$ cat src/rtl/uart_disp_frame_ctrl.sv
// UART byte-stream framer feeding the 8-digit display with checked 32-bit words.
// Ports: Clk/Reset_n, Rx_Data/Rx_Done in; Disp_Data, Frame_Ok, Frame_Err, Busy out.
module uart_disp_frame_ctrl #(
  parameter logic [7:0]  HEADER      = 8'hAA,
  parameter int unsigned TIMEOUT_CYC = 500_000,
  parameter logic [31:0] RESET_DISP  = 32'h0
) (
  input  logic        Clk,
  input  logic        Reset_n,
  input  logic [7:0]  Rx_Data,
  input  logic        Rx_Done,
  output logic [31:0] Disp_Data,
  output logic        Frame_Ok,
  output logic        Frame_Err,
  output logic        Busy
);

  localparam int TW =
    (TIMEOUT_CYC > 2) ? $clog2(TIMEOUT_CYC) : 1;
  localparam logic [TW-1:0] T_LAST =
    TW'(TIMEOUT_CYC - 1);

  typedef enum logic [1:0] {
    IDLE,
    DATA,
    CHK
  } state_t;

  state_t        state;
  logic [1:0]    cnt;
  logic [7:0]    sum;
  logic [TW-1:0] tcnt;
  logic [31:0]   shreg;

  // Idle gap has reached its limit this cycle
  logic expired;
  assign expired = !Rx_Done && (tcnt == T_LAST);

  always_ff @(posedge Clk or negedge Reset_n) begin
    if (!Reset_n) begin
      state     <= IDLE;
      cnt       <= 2'd0;
      sum       <= 8'd0;
      tcnt      <= '0;
      shreg     <= 32'd0;
      Disp_Data <= RESET_DISP;
      Frame_Ok  <= 1'b0;
      Frame_Err <= 1'b0;
      Busy      <= 1'b0;
    end else begin
      Frame_Ok  <= 1'b0;
      Frame_Err <= 1'b0;
      unique case (state)
        IDLE: begin
          tcnt <= '0;
          if (Rx_Done && Rx_Data == HEADER) begin
            state <= DATA;
            Busy  <= 1'b1;
            cnt   <= 2'd0;
            sum   <= 8'd0;
          end
        end
        DATA: begin
          if (Rx_Done) begin
            // a HEADER value here is payload
            shreg <= {shreg[23:0], Rx_Data};
            sum   <= sum + Rx_Data;
            cnt   <= cnt + 2'd1;
            tcnt  <= '0;
            if (cnt == 2'd3) state <= CHK;
          end else if (expired) begin
            Frame_Err <= 1'b1;
            state     <= IDLE;
            Busy      <= 1'b0;
            cnt       <= 2'd0;
            tcnt      <= '0;
          end else begin
            tcnt <= tcnt + TW'(1);
          end
        end
        CHK: begin
          if (Rx_Done) begin
            state <= IDLE;
            Busy  <= 1'b0;
            cnt   <= 2'd0;
            tcnt  <= '0;
            if (Rx_Data == sum) begin
              Disp_Data <= shreg;
              Frame_Ok  <= 1'b1;
            end else begin
              Frame_Err <= 1'b1;
            end
          end else if (expired) begin
            Frame_Err <= 1'b1;
            state     <= IDLE;
            Busy      <= 1'b0;
            cnt       <= 2'd0;
            tcnt      <= '0;
          end else begin
            tcnt <= tcnt + TW'(1);
          end
        end
        default: begin
          state <= IDLE;
          Busy  <= 1'b0;
          tcnt  <= '0;
        end
      endcase
    end
  end

endmodule

$ cat config.mk
export PLATFORM = sky130hd
export DESIGN_NAME = uart_disp_frame_ctrl
export DESIGN_NICKNAME = d
export VERILOG_FILES = /design/src/rtl/uart_disp_frame_ctrl.sv
export SDC_FILE = /design/constraint.sdc
export NUM_CORES = 1
export LEC_CHECK = 0
export CAP_MARGIN = 20
export CORE_UTILIZATION = 40
export CTS_BUF_LIST = sky130_fd_sc_hd__clkbuf_4
export DETAILED_ROUTE_END_ITERATION = 16
export PLACE_DENSITY = 0.59
export REMOVE_ABC_BUFFERS = 1
export SETUP_SLACK_MARGIN = 0.1
export SYNTH_ARGS = -nofsm -noshare
export SYNTH_HDL_FRONTEND = slang
export SYNTH_SLANG_ARGS = --single-unit
export TNS_END_PERCENT = 10
$ cat constraint.sdc
create_clock -name Clk -period 4.61 [get_ports Clk]
set_input_delay 0.922 -clock Clk [delete_from_list [all_inputs] [get_ports Clk]]
set_output_delay 0.922 -clock Clk [all_outputs]
set_load 0.01 [all_outputs]
Word-level counts from Yosys, hierarchy flattened:

Index checks and enable logic that the tools add are counted.

* register bits after elaboration: 98
* output and inout bits: 35
* word-level logic and storage cells: 65
* input bits: 11

* mux-type cells: 30
* eq/ne operators: 10
* $add $sub $neg: 3
* reduce and logical (&&, ||, !) cells: 13

Operators with widths (count)
* two-way mux 19 bit: 3
* adder 19 x 1 -> 19 bit (second input constant): 1
* equality test 19 bit (second input constant): 1
* two-way mux 2 bit: 9
* two-way mux 8 bit: 2
* case mux 8 bit (2 select lines): 1
* case mux 2 bit (3 select lines): 2
* two-way mux 1 bit: 11
* adder 8 bit: 1
* equality test 8 bit: 1
* equality test 8 bit (second input constant): 1
* AND reduction 2 bit: 4
* != test 2 bit (second input constant): 3
* AND reduction 3 bit: 2
* equality test 2 bit (second input constant): 2
* != test 3 bit (second input constant): 1
* case mux 1 bit (3 select lines): 1
* nonzero test 3 bit: 1
* adder 2 x 1 -> 2 bit (second input constant): 1
* equality test 2 x 1 -> 1 bit (second input constant): 1
* logical AND 1 bit: 2
* zero test 2 bit: 1
* case mux 1 bit (2 select lines): 1
* nonzero test 2 bit: 1
* other kinds (2): 2

Longest topological paths before layout:

Gate-level depths: netlist of run 1.

* depth in word-level cells: 5
* depth in mapped cells: 9
* gate-level depth less buffers: 7

Least setup slack after synthesis of run 1:

No wires, ideal clock.

* kind: input to register
* start: in Rx_Data[0]
* end: reg sum[6]
* buffers on the path: 0
* setup time: 0.128 ns
* setup slack: 2.184 ns
* cell stages on the path: 7
* data required time: 4.482 ns
* arrival: 2.298 ns
* cell sequence: ha_1 fa_1 a21o_1 a21oi_1 nor4_1 nor4_1 o21ai_0

* longest elaborated chain between the ends: 4
* elaborated cells between the ends (all ways): 7
* classes of those cells: add/sub: 1; eq/ne: 2; mux: 2; reduce/logical: 2

RTL lines
* start: declaration: RTL line 10 `input logic [7:0] Rx_Data,`
* branches (longest 4 deep; another with adder 8 bit)
* end signal: assignment: RTL line 67 `sum <= sum + Rx_Data;`
* end: declaration: RTL line 31 `logic [7:0] sum;`

Parallel ways; which one is timed is not known. The select of a mux whose other input is x is not followed.
A chain may end at the register's enable or synchronous reset.

Final worst setup path of run 1:

* start: in Rx_Data[5]
* end: reg Disp_Data[29]

* longest elaborated chain between the ends: 2

RTL lines
* equality test 8 bit: RTL line 87 `if (Rx_Data == sum) begin`
* AND reduction 3 bit (no source line)
* end signal: assignment: RTL line 88 `Disp_Data <= shreg;`
* end: declaration: RTL line 12 `output logic [31:0] Disp_Data,`

No other way between the ends.

==> results of run 1 <==
## power groups by stage
stage | Sequential [mW] | Clock, mW | Combinational [mW]
6_report | 1.19 | 0.496 | 0.744
5_1_grt | 1.22 | 0.548 | 0.830
4_1_cts | 1.19 | 0.517 | 0.754
3_5_place_dp | 1.21 | 0 | 0.751
3_3_place_gp | 1.20 | 0 | 0.730
2_1_floorplan | 1.18 | 0 | 0.561
## cells by family (layout without fill, tap and decap cells)
family | after synthesis | count (layout) | synth area share, %
flip-flops | 98 | 98 | 55.2
AND/OR/NAND/NOR | 92 | 92 | 10.6
multiplexers | 65 | 65 | 16.5
AO/OA/AOI/OAI | 48 | 48 | 7.41
buffers and inverters | 24 | 76 | 2.39
XOR/XNOR | 18 | 18 | 3.55
adder cells (fa/ha/maj) | 15 | 15 | 4.39
## area by class of cell
type / count / area, um2 / area share (%)
inverter: 14 / 52.6 / 1.01
clock inverter: 5 / 80.1 / 1.55
multi-input combinational: 238 / 1880 / 36.3
clock buffer: 10 / 75.1 / 1.45
tap: 140 / 175 / 3.38
timing repair buffer: 47 / 463 / 8.94
sequential: 98 / 2450 / 47.3
## worst max-delay path, cell delays in order
cell and delay (ns):
clkdlybuf4s50_1 0.47, ha_1 0.41, nor4_1 0.29, and3_1 0.23
nand2_2 0.48, mux2_2 0.47
## synth_stat cells (2+ instances only)
cell,n,area [um2]
a21o_1,4,30.0
xor2_1,3,26.3
a211oi_1,3,22.5
nor2b_1,2,12.5
buf_4,2,15.0
o31ai_1,4,30.0
buf_2,7,35.0
inv_1,14,52.6
o22ai_1,4,25.0
nor2_1,25,93.8
o21ai_0,13,65.1
o21a_1,2,15.0
nand2b_1,5,31.3
nand3_1,10,50.1
nor4_1,5,31.3
nand4_1,5,31.3
and3_1,5,31.3
ha_1,14,175
nand2_1,19,71.3
nor3_1,5,25.0
xnor2_1,15,131
mux2_2,64,721
or3_1,3,18.8
dfrtp_1,98,2450
a21oi_1,9,45.0
## registers in the layout, summed over array words and instances (netlist names)
register   flops
cnt            2
tcnt          19
Disp_Data     32
shreg         32
Busy           1
sum            8
state          2
Frame_Ok       1
Frame_Err      1
## worst min path at each step
stage	to
after detailed placement	sum[4]$_DFFE_PN0P_
after global routing	Disp_Data[30]$_DFFE_PN0P_
after global placement	sum[2]$_DFFE_PN0P_
after floorplan	tcnt[0]$_DFF_PN0_
final	sum[4]$_DFFE_PN0P_
after CTS	tcnt[0]$_DFF_PN0_
## routing by layer
layer	wire length [um]	vias to the layer above	track usage, %
met5	0	-	0
met4	145	0	6.36
met3	241	11	3.63
met2	3750	37	24.3
met1	3940	1385	20.8
li1	-	1369	-
## per-stage QoR
stage,cell area (um2),hold slack (ns)
after floorplan,4390,0.448
after global placement,5030,0.463
after detailed placement,5030,0.474
after CTS,5180,0.502
after global routing,5180,0.530
final,5180,0.502
==> metrics.md, run 1 <==
| Metric | Value |
|---|---|
| Synth unique cells | 45 |
| Gr usage total | 15.6% |
| Sw frac | 32.2% |
| CP required | 4.93 ns |
| Diodes inserted | 0 |
| CTS buffer count | 9 |
| Worst endpoint data arrival time | 3.28 ns |
| Sequential share of the synthesized area | 55.2% |
| Hold path cells | 2 |
| Htree depth | 3 |
| Hold Path Class | reg2reg |
| Pwr/cell area | 469 nW/um2 |
| Status | finished clean |
| Placed cells | 537 |
| Setup ws final | 1.64 ns |
| Critical path peak fanout | 33 |
| Die W | 107 um |
| # setup viols final | 0 |
| Post-CTS Resized | 0 |
| Die area | 11500 um2 |
| Total number of yosys warnings | 0 |
| Total setup buffers inserted after CTS | 0 |
| Site Rows | 38 |
| Max Slew Vio Count | 0 |
| Pre-CTS WS | 1.14 ns |
| First-pass GRT wire length | 13.8 mm |
| Post-synthesis async set-or-reset flop share | 100% |
| Synth Register Bits | 98 |
| Initial DRC Count | 89 |
| RR Startpoint | state[1]$_DFFE_PN0P_ |
| Drt pass-1 iters | 4 |
| Share of power burned in registers | 48.9% |
| Largest net degree at the start of global routing | 66 |
| Max Cap Violations | 0 |
| Initial Utilization | 41.0% |
| Clk pwr share | 20.4% |
| CP Launch Type | primary input |
| Post-layout min period | 2.97 ns |
| Top_reg_cell synth | dfrtp_1 |
| Max Clk Rate | 337 MHz |
| Worst skew pair latency | 0.43 ns |
| Post-Syn Area | 4440 um2 |
| Leading cell type in the layout, fill and taps excluded | dfrtp_1 |
| RSZ-0062 raised after global routing | no |
| Clock transition at the register clock pins on the worst setup and hold paths after CTS | 0.13 ns |
| Max-slew headroom | 44.8% |
| Vias in the first global route | 2877 |
| Crit share post-route | 64.4% |
| Die Span Y | 107 um |
| Vias | 2802 |
| Syn Inst Count | 360 |
| Final non-filler cell total | 552 |
| Vias/cell | 5.08 |
| DRT antenna net count | 0 |
| Avg Inst Size Synth | 12.3 um2 |
| Leak | 2.33 nW |
| Most frequent cells in the layout | 98 x dfrtp_1, 64 x mux2_2, 44 x clkdlybuf4s50_1 |
| Top Ports | 46 |
| Remaining DRCs | 0 |
| Final core occ | 47.8% |
| Core Area | 10800 um2 |
| IR drop worst, VDD | 0.000168 V |
| Routed WL | 8.08 mm |
| Worst Tran Pin Value | 0.825 ns |
| Sw power | 783 uW |
| Number of flops mapped to enable cells by yosys | 0 |
| Layout cells sized above 1 | 21.4% |
| Overall power | 2.43 mW |
| Worst reg-to-reg path cell count | 6 |
| Final GP Congestion | 0.776 |
| CTS Buffer Depth | 2 |
| Critical path startpoint | Rx_Data[5] |
| GR Overflow Total | 0 |
| Combinational power share | 30.6% |
| Root Driver | clkbuf_4 |
| Clock skew | 0.0151 ns |
| Worst setup EP type | flip-flop |
| Drt wl/cell | 14.6 um |
| Port Buffers | 45 |
| Hold Path Origin | sum[4]$_DFFE_PN0P_ |
| Post-DP HPWL | 5.49 mm |
| TritonCTS clock tree | yes |
| Initial antenna violation count | 0 |
| P_int | 1.65 mW |
| Worst setup endpoint | Disp_Data[29]$_DFFE_PN0P_ |
| CTS Sinks | 98 |
| Post-CTS Hold Fix Bufs | 0 |
| R2r setup slk | 2.16 ns |
| R2r endpoint | sum[2]$_DFFE_PN0P_ |
| Final hold viol count | 0 |
| P&R area growth vs syn | 16.6% |
| Critical path start-end classification | in2reg |
| Setup TNS | 0 ns |
| Final nets | 434 |
| Fillers | 990 |
No activity file was read; power rests on OpenSTA's default activity.
==> inputs of run 2 (changes only) <==
Clock period 4.61 ns to 2.85 ns, I/O delays scaled along.
==> metrics.md, run 2 (synthesis results as in run 1) <==
| Metric | Value |
|---|---|
| Status | finished clean |
| Hold Path Class | in2async |
| Vias/cell | 5.12 |
| Final GP Congestion | 0.779 |
| Final nets | 444 |
| CTS buffer count | 9 |
| Max Slew Vio Count | 0 |
| Initial DRC Count | 124 |
| Port Buffers | 45 |
| # setup viols final | 0 |
| Final hold viol count | 0 |
| CTS Buffer Depth | 2 |
| Share of power burned in registers | 50.4% |
| Initial antenna violation count | 0 |
| Most frequent cells in the layout | 98 x dfrtp_1, 64 x mux2_2, 44 x clkdlybuf4s50_1 |
| Worst endpoint data arrival time | 2.67 ns |
| Top Ports | 46 |
| Layout cells sized above 1 | 23.2% |
| Pre-CTS WS | 0.0578 ns |
| Remaining DRCs | 0 |
| Worst reg-to-reg path cell count | 6 |
| Leak | 2.38 nW |
| Sw frac | 33.7% |
| Combinational power share | 32.7% |
| DRT antenna net count | 0 |
| Worst setup EP type | flip-flop |
| Setup ws final | 0.498 ns |
| Critical path start-end classification | in2reg |
| Root Driver | clkbuf_4 |
| P&R area growth vs syn | 18.1% |
| Die W | 107 um |
| Routed WL | 8.00 mm |
| Max-slew headroom | 57.6% |
| Max Cap Violations | 0 |
| Vias | 2884 |
| Drt wl/cell | 14.2 um |
| IR drop worst, VDD | 0.000311 V |
| Clock skew | 0.0191 ns |
| Clk pwr share | 17.0% |
| Worst Tran Pin Value | 0.636 ns |
| Leading cell type in the layout, fill and taps excluded | dfrtp_1 |
| CP Launch Type | primary input |
| Htree depth | 3 |
| Clock transition at the register clock pins on the worst setup and hold paths after CTS | 0.15 ns |
| Die area | 11500 um2 |
| Max Clk Rate | 425 MHz |
| Crit share post-route | 82.5% |
| GR Overflow Total | 0 |
| Total setup buffers inserted after CTS | 0 |
| Largest net degree at the start of global routing | 51 |
| CP required | 3.17 ns |
| Sw power | 1.29 mW |
| Core Area | 10800 um2 |
| Post-CTS Hold Fix Bufs | 0 |
| CTS Sinks | 98 |
| Pwr/cell area | 729 nW/um2 |
| Site Rows | 38 |
| Die Span Y | 107 um |
| RSZ-0062 raised after global routing | no |
| Vias in the first global route | 2955 |
| R2r setup slk | 0.76 ns |
| First-pass GRT wire length | 13.9 mm |
| Initial Utilization | 41.0% |
| Post-layout min period | 2.35 ns |
| Critical path peak fanout | 3 |
| Biggest regs | Disp_Data: 32 flops, shreg: 32 flops, tcnt: 19 flops |
| Gr usage total | 15.6% |
| Drt pass-1 iters | 6 |
| Post-DP HPWL | 5.73 mm |
| Worst skew pair latency | 0.44 ns |
| Diodes inserted | 0 |
| Setup TNS | 0 ns |
| Post-CTS Resized | 0 |
| P_int | 2.53 mW |
| TritonCTS clock tree | yes |
==> run 2: changes by cell type in the layout (fill, tap and decap cells not counted) <==
cell | previous run | this run
buf_12 | 0 | 2
buf_4 | 3 | 11
bufinv_16 | 2 | 0
clkinv_1 | 0 | 1
clkinv_2 | 1 | 2
clkinv_4 | 0 | 2
clkinvlp_4 | 2 | 0
inv_8 | 0 | 1
==> run 2: worst max-delay path, stage by stage <==
cell and delay [ns]:
clkdlybuf4s50_1 0.48, ha_1 0.28, fa_1 0.41, a21o_1 0.18
a21oi_1 0.28, nor4_1 0.09, nor4_1 0.27, o21ai_0 0.11
==> run 2: path summary, 6_finish.rpt <==
| kind | from | to |
|---|---|---|
| min in group Clk | sum[2]$_DFFE_PN0P_ | sum[2]$_DFFE_PN0P_ |
| hold / removal | Reset_n | Disp_Data[27]$_DFFE_PN0P_ |
| setup reg to reg | tcnt[0]$_DFF_PN0_ | cnt[1]$_DFFE_PN0P_ |
| hold reg to reg | sum[2]$_DFFE_PN0P_ | sum[2]$_DFFE_PN0P_ |
| max in group asynchronous | Reset_n | tcnt[1]$_DFF_PN0_ |
| setup / recovery | Rx_Data[0] | sum[6]$_DFFE_PN0P_ |
==> run 2: layout make-up <==
type | instances | area, um2
Multi-Input combinational cell | 238 | 1880
Clock inverter | 6 | 42.5
Clock buffer | 10 | 75.1
Inverter | 14 | 52.6
Tap cell | 140 | 175
Fill cell | 1020 | 5600
Timing Repair Buffer | 57 | 563
Sequential cell | 98 | 2450
==> run 2: per-stage QoR <==
step	std cells	cell area, um2	hold WS, ns	total power [mW]	util, %
4_1_cts	563	5240	0.106	3.87	48.4
6_report	563	5240	0.120	3.82	48.4
3_3_place_gp	547	5130	0.467	3.17	47.3
2_1_floorplan	350	4390	0.274	2.81	-
3_5_place_dp	547	5130	0.475	3.22	47.3
5_1_grt	563	5240	0.124	4.12	48.4
==> run 2: power by group through the flow <==
stage               clock network [mW]  logic (mW)  registers, mW
detailed placement                   0        1.26           1.96
floorplan                            0       0.908           1.90
CTS                              0.685        1.26           1.93
finish                           0.648        1.25           1.93
global route                     0.738        1.40           1.98
global placement                     0        1.22           1.95
==> run 2: per-layer routing <==
metal,track usage [%],routed length [um],vias up
met2,26.1,3870,45
li1,-,-,1402
met1,19.7,3780,1426
met5,0,0,-
met4,6.95,133,0
met3,2.72,222,11
==> inputs of run 3 (changes only) <==
Settings changed: PLACE_DENSITY 0.59 to 0.61.
Clock period 2.85 ns to 1.9 ns, I/O delays scaled along.
==> metrics.md, run 3 (synthesis results as in run 1) <==
| Metric | Value |
|---|---|
| First-pass GRT wire length | 14.8 mm |
| Clock skew | 0.0183 ns |
| Status | finished clean |
| Combinational power share | 38.2% |
| Post-DP HPWL | 6.04 mm |
| Most frequent cells in the layout | 97 x dfrtp_1, 64 x mux2_2, 35 x buf_4 |
| WHS | 0.335 ns |
| Slowest cell on crit path | dfrtp_1 |
| Final nets | 477 |
| Drt wl/cell | 14.7 um |
| Initial Utilization | 41.0% |
| Worst setup EP type | flip-flop |
| Overall power | 6.37 mW |
| Port Buffers | 45 |
| Sw power | 2.17 mW |
| Layout cells sized above 1 | 34.9% |
| Setup TNS | 0 ns |
| Share of power burned in registers | 45.6% |
| Vias in the first global route | 3099 |
| Root Driver | clkbuf_4 |
| Gr usage total | 16.4% |
| Crit share post-route | 98.6% |
| Diodes inserted | 0 |
| P_int | 4.20 mW |
| CTS Sinks | 98 |
| Pre-CTS WS | -0.615 ns |
| Drt pass-1 iters | 4 |
| Die W | 107 um |
| Biggest regs | Disp_Data: 32 flops, shreg: 32 flops, tcnt: 19 flops |
| CP required | 2.30 ns |
| Worst endpoint data arrival time | 2.27 ns |
| TritonCTS clock tree | yes |
| Sw frac | 34.0% |
| Worst skew pair latency | 0.45 ns |
| CTS Buffer Depth | 2 |
| Setup ws final | 0.0263 ns |
| Largest net degree at the start of global routing | 37 |
| Post-layout min period | 1.87 ns |
| Remaining DRCs | 0 |
| Htree depth | 3 |
| Max Slew Vio Count | 0 |
| Leak | 3.04 nW |
| Die Span Y | 107 um |
| Vias/cell | 5.06 |
| Pwr/cell area | 1070 nW/um2 |
| Die area | 11500 um2 |
| Routed WL | 8.74 mm |
| R2r setup slk | 0.03 ns |
| Vias | 3015 |
| Initial DRC Count | 79 |
| DRT antenna net count | 0 |
| Max-slew headroom | 68.0% |
| # setup viols final | 0 |
| Hold Path Class | in2reg |
| Crit-path max cell delay | 0.44 ns |
| CP Launch Type | flip-flop |
| Clock transition at the register clock pins on the worst setup and hold paths after CTS | 0.16 ns |
| Final GP Congestion | 0.821 |
| Final hold viol count | 0 |
| Initial antenna violation count | 0 |
| CTS buffer count | 9 |
| Critical path start-end classification | reg2reg |
| Core Area | 10800 um2 |
| Worst Tran Pin Value | 0.480 ns |
| P&R area growth vs syn | 33.4% |
| CP Cell Sequence | ha_4 -> a211oi_4 -> nor4_2 -> buf_4 -> mux2i_4 -> and4b_1 -> o22a_1 |
| Top Ports | 46 |
| Final core occ | 54.7% |
| Clk pwr share | 16.1% |
| Leading cell type in the layout, fill and taps excluded | dfrtp_1 |
| Critical path peak fanout | 3 |
| IR drop worst, VDD | 0.000495 V |
| GR Overflow Total | 0 |
| Max Cap Violations | 0 |
| Site Rows | 38 |
| RSZ-0062 raised after global routing | yes |
| Max Clk Rate | 534 MHz |
-- run 3: power by group through the flow --
stage,combinational [mW],clock [mW],sequential (mW)
after floorplan,1.36,0,2.85
after global placement,2.09,0,2.91
after detailed placement,2.13,0,2.94
after CTS,2.25,1.08,2.90
after global routing,2.69,1.15,2.98
final,2.44,1.03,2.91
-- run 3: layer usage --
| layer | part of all wire, % | track usage [%] | routed length [um] | vias up |
|---|---|---|---|---|
| li1 | - | - | - | 1470 |
| met1 | 45 | 21.2 | 3950 | 1479 |
| met2 | 50 | 27.2 | 4340 | 55 |
| met3 | 3.4 | 3.39 | 299 | 11 |
| met4 | 1.6 | 5.48 | 142 | 0 |
| met5 | 0 | 0 | 0 | - |
-- run 3: area by class of cell --
| class | count | area, um2 |
|---|---|---|
| Sequential cell | 98 | 2450 |
| Tap cell | 140 | 175 |
| Clock buffer | 9 | 67.6 |
| Inverter | 14 | 52.6 |
| Fill cell | 941 | 4920 |
| Timing Repair Buffer | 90 | 973 |
| Multi-Input combinational cell | 238 | 2140 |
| Clock inverter | 7 | 60.1 |
-- run 3: repair_timing --
item / 4_1_cts / 5_1_grt
pin swaps: 7 / 15
gates resized for setup: 15 / 56
setup buffers: 2 / 3
hold endpoints to repair: 31 / 0
gates cloned: 0 / 3
setup endpoints to repair: 39 / 108
hold buffers: 1 / 0
-- run 3: worst max-delay path: cells and delay by family (launching register included) --
family,cells,cell delay (ns)
simple gates,2,0.48
flops,1,0.44
fa+ha+maj,1,0.32
mux,1,0.22
compound gates,2,0.20
buf+inv,1,0.17
-- run 3: path summary, 6_finish.rpt --
kind                                    startpoint              endpoint  depth (start not counted)
worst max-delay path            sum[1]$_DFFE_PN0P_    sum[7]$_DFFE_PN0P_                          7
worst min-delay path                    Rx_Data[5]  shreg[5]$_DFFE_PN0P_                          2
min in group asynchronous                  Reset_n    Frame_Ok$_DFF_PN0_                          2
worst min register to register   tcnt[0]$_DFF_PN0_     tcnt[0]$_DFF_PN0_                          1
max in group asynchronous                  Reset_n     tcnt[4]$_DFF_PN0_                          3
worst max register to register  sum[1]$_DFFE_PN0P_    sum[7]$_DFFE_PN0P_                          7
-- run 3: metrics by stage --
stage / cell area, um2 / instances
after floorplan: 4390 / 350
after global placement: 5340 / 571
after detailed placement: 5340 / 571
after CTS: 5590 / 590
after global routing: 5920 / 596
final: 5920 / 596
